## src/rtl/bird_column.sv

```systemverilog
// bird_column: single-column bird position engine for the LED-matrix game.
// It tracks the bird row, applies flap lift and tick-paced gravity, and
// detects floor and pipe collisions.
//
// Ports:
//   clk          system clock
//   reset        synchronous, active-high reset
//   flap_i       single-cycle flap pulse (debounced, edge-detected upstream)
//   tick_i       single-cycle game-tick pulse
//   pipe_mask_i  pipe occupancy of this column, bit i = row i
//   lit_o        one-hot bird position for the display column
//   row_o        registered bird row index (0 = bottom)
//   crashed_o    high while in DEAD
//   playing_o    high while in PLAY
//
// Optional feature macro: BIRD_CEILING_CRASH_EN
//   When defined, a flap in PLAY that would pass the top row clamps to the
//   top row and ends the game on the same edge. Otherwise it clamps silently.
module bird_column #(
  parameter int unsigned ROWS        = 8,
  parameter int unsigned START_ROW   = 4,
  parameter int unsigned FALL_TICKS  = 2,
  parameter int unsigned FLAP_HEIGHT = 1
) (
  input  logic                    clk,
  input  logic                    reset,
  input  logic                    flap_i,
  input  logic                    tick_i,
  input  logic [ROWS-1:0]         pipe_mask_i,
  output logic [ROWS-1:0]         lit_o,
  output logic [$clog2(ROWS)-1:0] row_o,
  output logic                    crashed_o,
  output logic                    playing_o
);

  localparam int unsigned RowW    = $clog2(ROWS);
  localparam int unsigned RowExtW = RowW + 1;
  localparam int unsigned CntW    = (FALL_TICKS > 1) ? $clog2(FALL_TICKS) : 1;

  localparam logic [RowW-1:0]    StartRow = RowW'(START_ROW);
  localparam logic [RowW-1:0]    TopRow   = RowW'(ROWS - 1);
  localparam logic [RowExtW-1:0] TopExt   = RowExtW'(ROWS - 1);
  localparam logic [CntW-1:0]    FallLast = CntW'(FALL_TICKS - 1);

  typedef enum logic [1:0] {StIdle, StPlay, StDead} state_e;

  state_e            state_q, state_d;
  logic [RowW-1:0]   row_q, row_d;
  logic [CntW-1:0]   fall_cnt_q, fall_cnt_d;

  // One extra bit so the sum cannot wrap before it is clamped.
  logic [RowExtW-1:0] flap_sum;
  logic               flap_over;
  logic [RowW-1:0]    flap_row;

  always_comb begin
    flap_sum  = {1'b0, row_q} + RowExtW'(FLAP_HEIGHT);
    flap_over = (flap_sum > TopExt);
    flap_row  = flap_over ? TopRow : flap_sum[RowW-1:0];
  end

  always_comb begin
    state_d    = state_q;
    row_d      = row_q;
    fall_cnt_d = fall_cnt_q;
    unique case (state_q)
      StIdle: begin
        // Ticks and pipes are ignored until the first flap; clamp is silent here.
        if (flap_i) begin
          state_d    = StPlay;
          row_d      = flap_row;
          fall_cnt_d = '0;
        end
      end
      StPlay: begin
        // Collision uses the current registered row and wins over everything.
        if (pipe_mask_i[row_q]) begin
          state_d = StDead;
        end else if (flap_i) begin
          // A same-cycle tick is discarded; gravity phase restarts.
          row_d      = flap_row;
          fall_cnt_d = '0;
`ifdef BIRD_CEILING_CRASH_EN
          if (flap_over) state_d = StDead;
`endif
        end else if (tick_i) begin
          if (fall_cnt_q != FallLast) begin
            fall_cnt_d = fall_cnt_q + 1'b1;
          end else begin
            fall_cnt_d = '0;
            if (row_q != '0) row_d = row_q - 1'b1;
            else             state_d = StDead;
          end
        end
      end
      StDead: begin
        if (flap_i) begin
          state_d    = StIdle;
          row_d      = StartRow;
          fall_cnt_d = '0;
        end
      end
      default: begin
        state_d    = StIdle;
        row_d      = StartRow;
        fall_cnt_d = '0;
      end
    endcase
  end

  always_ff @(posedge clk) begin
    if (reset) begin
      state_q    <= StIdle;
      row_q      <= StartRow;
      fall_cnt_q <= '0;
    end else begin
      state_q    <= state_d;
      row_q      <= row_d;
      fall_cnt_q <= fall_cnt_d;
    end
  end

  // row_q is always < ROWS, so the decode is exactly one-hot.
  assign lit_o     = {{(ROWS-1){1'b0}}, 1'b1} << row_q;
  assign row_o     = row_q;
  assign crashed_o = (state_q == StDead);
  assign playing_o = (state_q == StPlay);

endmodule

```

## config.mk

```make
export PLATFORM = sky130hd
export DESIGN_NAME = bird_column
export DESIGN_NICKNAME = d
export VERILOG_FILES = /design/src/rtl/bird_column.sv
export SDC_FILE = /design/constraint.sdc
export NUM_CORES = 1
export LEC_CHECK = 0
export ABC_AREA = 0
export BUFFER_PORTS_ARGS = -buffer_cell sky130_fd_sc_hd__buf_2
export CORE_MARGIN = 1.5
export CORE_UTILIZATION = 31
export CTS_BUF_LIST = sky130_fd_sc_hd__clkbuf_8
export DETAILED_ROUTE_END_ITERATION = 10
export PLACE_DENSITY = 0.58
export SYNTH_ARGS = -nofsm -noshare
export SYNTH_HDL_FRONTEND = slang
export SYNTH_SLANG_ARGS = --single-unit
export TNS_END_PERCENT = 1
```

## constraint.sdc

```tcl
create_clock -name clk -period 1.7 [get_ports clk]
set_clock_uncertainty 0.1 [all_clocks]
set_input_delay 0.34 -clock clk [delete_from_list [all_inputs] [get_ports clk]]
set_output_delay 0.34 -clock clk [all_outputs]
set_load 0.03 [all_outputs]
```

==> Word level (Yosys, flattened, before mapping) <==
Cells that the tools add are included.
{ "word_totals": {"register_bits": 6, "word_cells": 53} }
{ "op_classes": {"n_lt_le_gt_ge": 2, "n_eq_ne": 13, "n_reduce_logical": 6, "addsub": 3, "muxes": 25, "n_shift": 1} }
{ "op_table": {"columns": ["cell", "n"], "rows": [
  ["two-way mux 3 bit", 8],
  ["two-way mux 2 bit", 7],
  ["!= test 3 x 2 -> 1 bit (second input constant)", 4],
  ["AND reduction 6 bit", 2],
  ["case mux 3 bit (3 select lines)", 1],
  ["<< shifter 1 x 3 -> 8 bit (first input constant)", 1],
  ["two-way mux 1 bit", 6],
  ["!= test 2 bit (second input constant)", 3],
  ["!= test 3 bit (second input constant)", 2],
  ["case mux 2 bit (3 select lines)", 1],
  ["adder 3 x 1 -> 4 bit (second input constant)", 1],
  ["greater-than comparator 4 x 3 -> 1 bit (second input constant)", 1],
  ["less-than comparator 3 x 4 -> 1 bit (second input constant)", 1],
  ["binary-select mux 1 bit (select 3 bit)", 1],
  ["!= test 3 x 1 -> 1 bit (second input constant)", 1],
  ["AND reduction 3 bit", 1],
  ["nonzero test 3 bit", 1],
  ["subtractor 3 x 1 -> 3 bit (second input constant)", 1],
  ["equality test 2 x 1 -> 1 bit (second input constant)", 1],
  ["equality test 2 bit (second input constant)", 1],
  ["zero test 2 bit", 1],
  ["!= test 2 x 1 -> 1 bit (second input constant)", 1],
  ["case mux 1 bit (2 select lines)", 1],
  ["OR reduction 2 bit", 1],
  ["adder 1 bit (second input constant)", 1]
]} }

==> Logic depth before layout (Yosys ltp) <==
{ "depth": {"ltp_word": 7, "mapped_depth": 8} }

==> Least setup slack after synthesis <==
Ideal clock, no wire load.
{ "synth_path": {"path_type": "reg2reg", "from": "register row_q[0] (netlist: row_o[0])", "to": "register row_q[1] (netlist: row_o[1])", "path_stages_with_launch": 9, "required_ps": 1479, "path_slack_ps": -618, "arrival_time_ps": 2097, "setup_time_ps": 121, "path_cell_list": "dfxtp_1 buf_6 inv_1 ha_1 nor2b_1 o21bai_1 a21oi_1 a21oi_4 mux2_4"} }
{ "synth_via": {"elab_chain_cells": 7, "elab_cells_between_ends": 17} }
{ "synth_rtl": {"columns": ["element", "line_no", "source"], "rows": [
  ["start, declared", "48", "logic [RowW-1:0] row_q, row_d;"],
  ["start signal, assigned", "114", "row_q <= StartRow;"],
  ["start signal, assigned", "118", "row_q <= row_d;"],
  ["parallel branches: the longest is 7 deep, another holds adder 3 x 1 -> 4 bit", null, null]
]} }
Several ways; the timed one is not identified. The select of a mux whose other input is x is not followed.
A chain may end at the register's enable or synchronous reset.

==> Worst setup path in the final report <==
{ "layout_path": {"from": "register row_q[0] (netlist: row_o[0])", "to": "output port lit_o[3]"} }
{ "layout_via": {"elab_chain_cells": 1} }
{ "layout_rtl": {"columns": ["element", "line_no", "source"], "rows": [
  ["<< shifter 1 x 3 -> 8 bit", "124", "assign lit_o = {{(ROWS-1){1'b0}}, 1'b1} << row_q;"],
  ["end, declared", "30", "output logic [ROWS-1:0] lit_o,"]
]} }
Every way passes these cells.

==> reports/qor.log <==
INFO  routing        detail_route.drc_violations=0
INFO  grt            globalRouteOverflowTotal=0
INFO  worst_setup_path crit_path_top_delay_cell=sky130_fd_sc_hd__dfxtp_4
INFO  hold_path      hold_path.class=in2reg
INFO  place          post-dp-hpwl=1.18mm
INFO  pwr            clock_power_share=27.3%
INFO  floorplanning  initial_utilization=34.1%
INFO  logic_synthesis syn_nets=89
INFO  place          preCtsSetupSlack=0.0195ns
INFO  sta            report.final.hold_viol_count=0
INFO  floorplanning  core_area=1800µm²
INFO  worst_setup_path worstPathMaxFanout=7
INFO  logic_synthesis synthCells=70
INFO  cts            numClockSinks=6
INFO  routing        routedWlPerCell=11.1µm
INFO  routing        drt_iter0_markers=7
INFO  layout         final_layout_size_suffix_gt1_share=51.9%
INFO  layout         num-fill-cells=181
INFO  layout         number_of_inserted_diodes=0
INFO  worst_setup_path crit_path_cell_trace=buf_6, ha_2, ha_1, buf_6
INFO  worst_setup_path critical-path-top-cell-by-count=sky130_fd_sc_hd__buf_6
INFO  sta            share_of_the_clock_period_used_by_the_worst_path_after_layout=98.4%
INFO  layout         number_of_nets_at_the_end_of_the_flow=126
INFO  sta            timing.final.ws_setup=0.0279ns
INFO  sta            setup_viol=0
INFO  cts            cts_hold_repair.buffers=0
INFO  worst_setup_path worst_setup_path_end_kind=output pin
INFO  grt            global_route_usage_over_all_layers=14.5%
INFO  pwr            internal-power=0.000511W
INFO  routing        drt_pre_antenna_iters=4
INFO  pwr            switchingPower=0.000304W
INFO  place          placement.io_buffers=24
INFO  routing        antenna_violating_nets_post_route=0
INFO  pwr            power_frac_comb=50.4%
INFO  routing        post_drt_via_cell_ratio=4.80
INFO  logic_synthesis synth.distinct_cells=32
INFO  worst_setup_path worst_ep_arrival_time=1.23ns
INFO  grt            grt_max_degree=13
INFO  logic_synthesis postSynth.asyncResetShare=0%
INFO  logic_synthesis synth_cell_area=614µm²
INFO  cts            root_buffer=sky130_fd_sc_hd__clkbuf_8
INFO  run_status     outcome=finished clean
INFO  pwr            vdd.ir_drop.worst=0.495mV
INFO  floorplanning  ports_placed_on_the_boundary=25
INFO  routing        drt_wl_total=1.46mm
INFO  grt            number_of_global_route_vias_before_repair=565
INFO  grt            grt_antenna_before_repair=0
INFO  place          post_dp_cell_area=843µm²
INFO  sta            timing.final.max_slew_violations=0
INFO  worst_setup_path category_of_the_worst_setup_path_launch_point=flop
INFO  cts            clk_transition_reported_paths=0.04ns
INFO  sta            maxSlewHeadroom=73.3%
INFO  floorplanning  die_area=2260µm²
INFO  flow_run       maxCapViolCount=0
INFO  logic_synthesis seq_area_frac_synth=19.6%
INFO  sta            maxClockFrequency=598MHz
INFO  floorplanning  floorplan.rows=15
INFO  pwr            power.density=873nW/µm²
INFO  worst_setup_path setup.worst_path.class=reg2out
INFO  cts            ctsLongestPathBuffers=2
INFO  logic_synthesis synth_ff_type=sky130_fd_sc_hd__dfxtp_1
INFO  pwr            seq_power_share=22.3%
INFO  logic_synthesis synth_area_per_cell=8.78µm²
INFO  layout         area_growth_syn_to_fin=51.9%
INFO  routing        dr_total_vias=629
INFO  sta            worst_pin_slew=0.395ns
INFO  sta            finalWorstPathRequiredPeriod=1.67ns
INFO  logic_synthesis synth-edff-count=0
INFO  floorplanning  fp.dieW=47.5µm
INFO  cts            h-tree-depth=1
INFO  cts            tritoncts=yes
INFO  layout         final_design_area_no_fill=933µm²
INFO  sta            grt_setup_unrepaired=yes
INFO  worst_setup_path max_stage_delay=0.36ns
INFO  floorplanning  chipHeight=47.5µm
INFO  pwr            total_leakage_power=0.437nW
INFO  cts            clk-insertion-delay-late=0.23ns
INFO  logic_synthesis synth-warning-count=0
INFO  worst_setup_path critical_path_required=1.26ns
INFO  grt            first_pass_grt_wire_length=2.30mm
INFO  worst_setup_path timing.reg2reg.setup_slack=0.04ns
INFO  cts            numCtsBuffers=3
INFO  pwr            power.switching_fraction=37.3%
INFO  logic_synthesis synth_seq_cells=6
INFO  place          place.gp.congestion=0.749
## what timing repair did
action | 4_1_cts | 5_1_grt
cloned | 0 | 0
setup buffers | 0 | 0
gates resized for setup | 11 | 6
setup endpoints to repair | 4 | 6
## flip-flops by register name, indices dropped and copies added (netlist names)
register	count
row_o	3
state_q	2
fall_cnt_q	1
## critical path, delay by kind of cell, from the launching register on
kind                     cells  cell delay [ns]
adder cells (fa/ha/maj)      2             0.37
buffers and inverters        2             0.27
flip-flops                   1             0.36
## layer usage
metal	wire length [µm]	global-route usage, %
met1	633	18.6
met2	729	23.8
met3	74	1.13
met4	22	8.33
met5	0	0
## layout make-up
class | instances | area (µm²) | area share [%]
well taps | 25 | 31.3 | 3.35
inverters | 4 | 15.0 | 1.61
multi-input cells | 58 | 482 | 51.6
clock buffers | 3 | 41.3 | 4.42
repair buffers | 34 | 231 | 24.8
clock inverters | 1 | 3.75 | 0.402
flip-flops and latches | 6 | 129 | 13.8
## path summary, 6_finish.rpt
path	start	end	cells after the start
setup / recovery	row_o[0]	lit_o[3]	4
hold / removal	reset	fall_cnt_q	2
setup reg to reg	row_o[0]	row_o[1]	4
hold reg to reg	fall_cnt_q	fall_cnt_q	2
## synth_stat cells, types with 2 or more instances
cell type                  count  area share [%]
sky130_fd_sc_hd__ha_1          7              14
sky130_fd_sc_hd__nor2_1        7             4.3
sky130_fd_sc_hd__dfxtp_1       6              20
sky130_fd_sc_hd__mux2i_1       6             9.8
sky130_fd_sc_hd__nor2b_1       4             4.1
sky130_fd_sc_hd__a21oi_1       3             2.4
sky130_fd_sc_hd__inv_1         3             1.8
sky130_fd_sc_hd__nand2_1       3             1.8
sky130_fd_sc_hd__nand3_1       3             2.4
sky130_fd_sc_hd__and2_1        2             2.0
sky130_fd_sc_hd__and2b_2       2             2.9
sky130_fd_sc_hd__mux2_4        2             4.9
sky130_fd_sc_hd__nand3b_1      2             2.4
sky130_fd_sc_hd__o21ai_0       2             1.6
## layout by cell type (no fill, tap or decap), types with 2 or more instances in the layout
cell type,n
sky130_fd_sc_hd__buf_2,20
sky130_fd_sc_hd__nor2_1,7
sky130_fd_sc_hd__buf_6,7
sky130_fd_sc_hd__buf_4,7
sky130_fd_sc_hd__mux2i_1,6
sky130_fd_sc_hd__ha_1,4
sky130_fd_sc_hd__inv_2,3
sky130_fd_sc_hd__nand3_1,3
sky130_fd_sc_hd__nand2_1,3
sky130_fd_sc_hd__ha_2,3
sky130_fd_sc_hd__clkbuf_8,3
sky130_fd_sc_hd__dfxtp_1,3
sky130_fd_sc_hd__and2b_2,2
sky130_fd_sc_hd__and2_1,2
sky130_fd_sc_hd__nor2b_1,2
sky130_fd_sc_hd__inv_1,2
sky130_fd_sc_hd__mux2_4,2
sky130_fd_sc_hd__nand3b_1,2
sky130_fd_sc_hd__a21oi_1,2
sky130_fd_sc_hd__dfxtp_4,2
## power by group through the flow
stage | Clock [W] | Sequential, W | Combinational [W]
3_5_place_dp | 0 | 0.000182 | 0.000393
4_1_cts | 0.000232 | 0.000181 | 0.000411
3_3_place_gp | 0 | 0.000183 | 0.000389
6_report | 0.000222 | 0.000182 | 0.000410
5_1_grt | 0.000236 | 0.000185 | 0.000449
2_1_floorplan | 0 | 0.000203 | 0.000252
## stage by stage
step	total power, W	TNS [ns]	instances	util, %	hold WS [ns]
after floorplan	0.000455	-0.242	70	-	0.309
after global placement	0.000573	0	127	46.8	0.416
after detailed placement	0.000576	0	127	46.8	0.419
after CTS	0.000823	0	131	51.2	0.280
after global routing	0.000870	-0.0251	131	51.8	0.306
final	0.000815	0	131	51.8	0.279
## logic make-up (layout without fill, tap and decap cells)
family,after synthesis,in the layout,share of synthesized area (%)
simple gates,27,27,24.2
mux,8,8,14.7
compound gates,16,16,21.8
fa+ha+maj,7,7,14.3
flops,6,6,19.6
buf+inv,6,42,5.50
(Power assumes the default switching activity.)
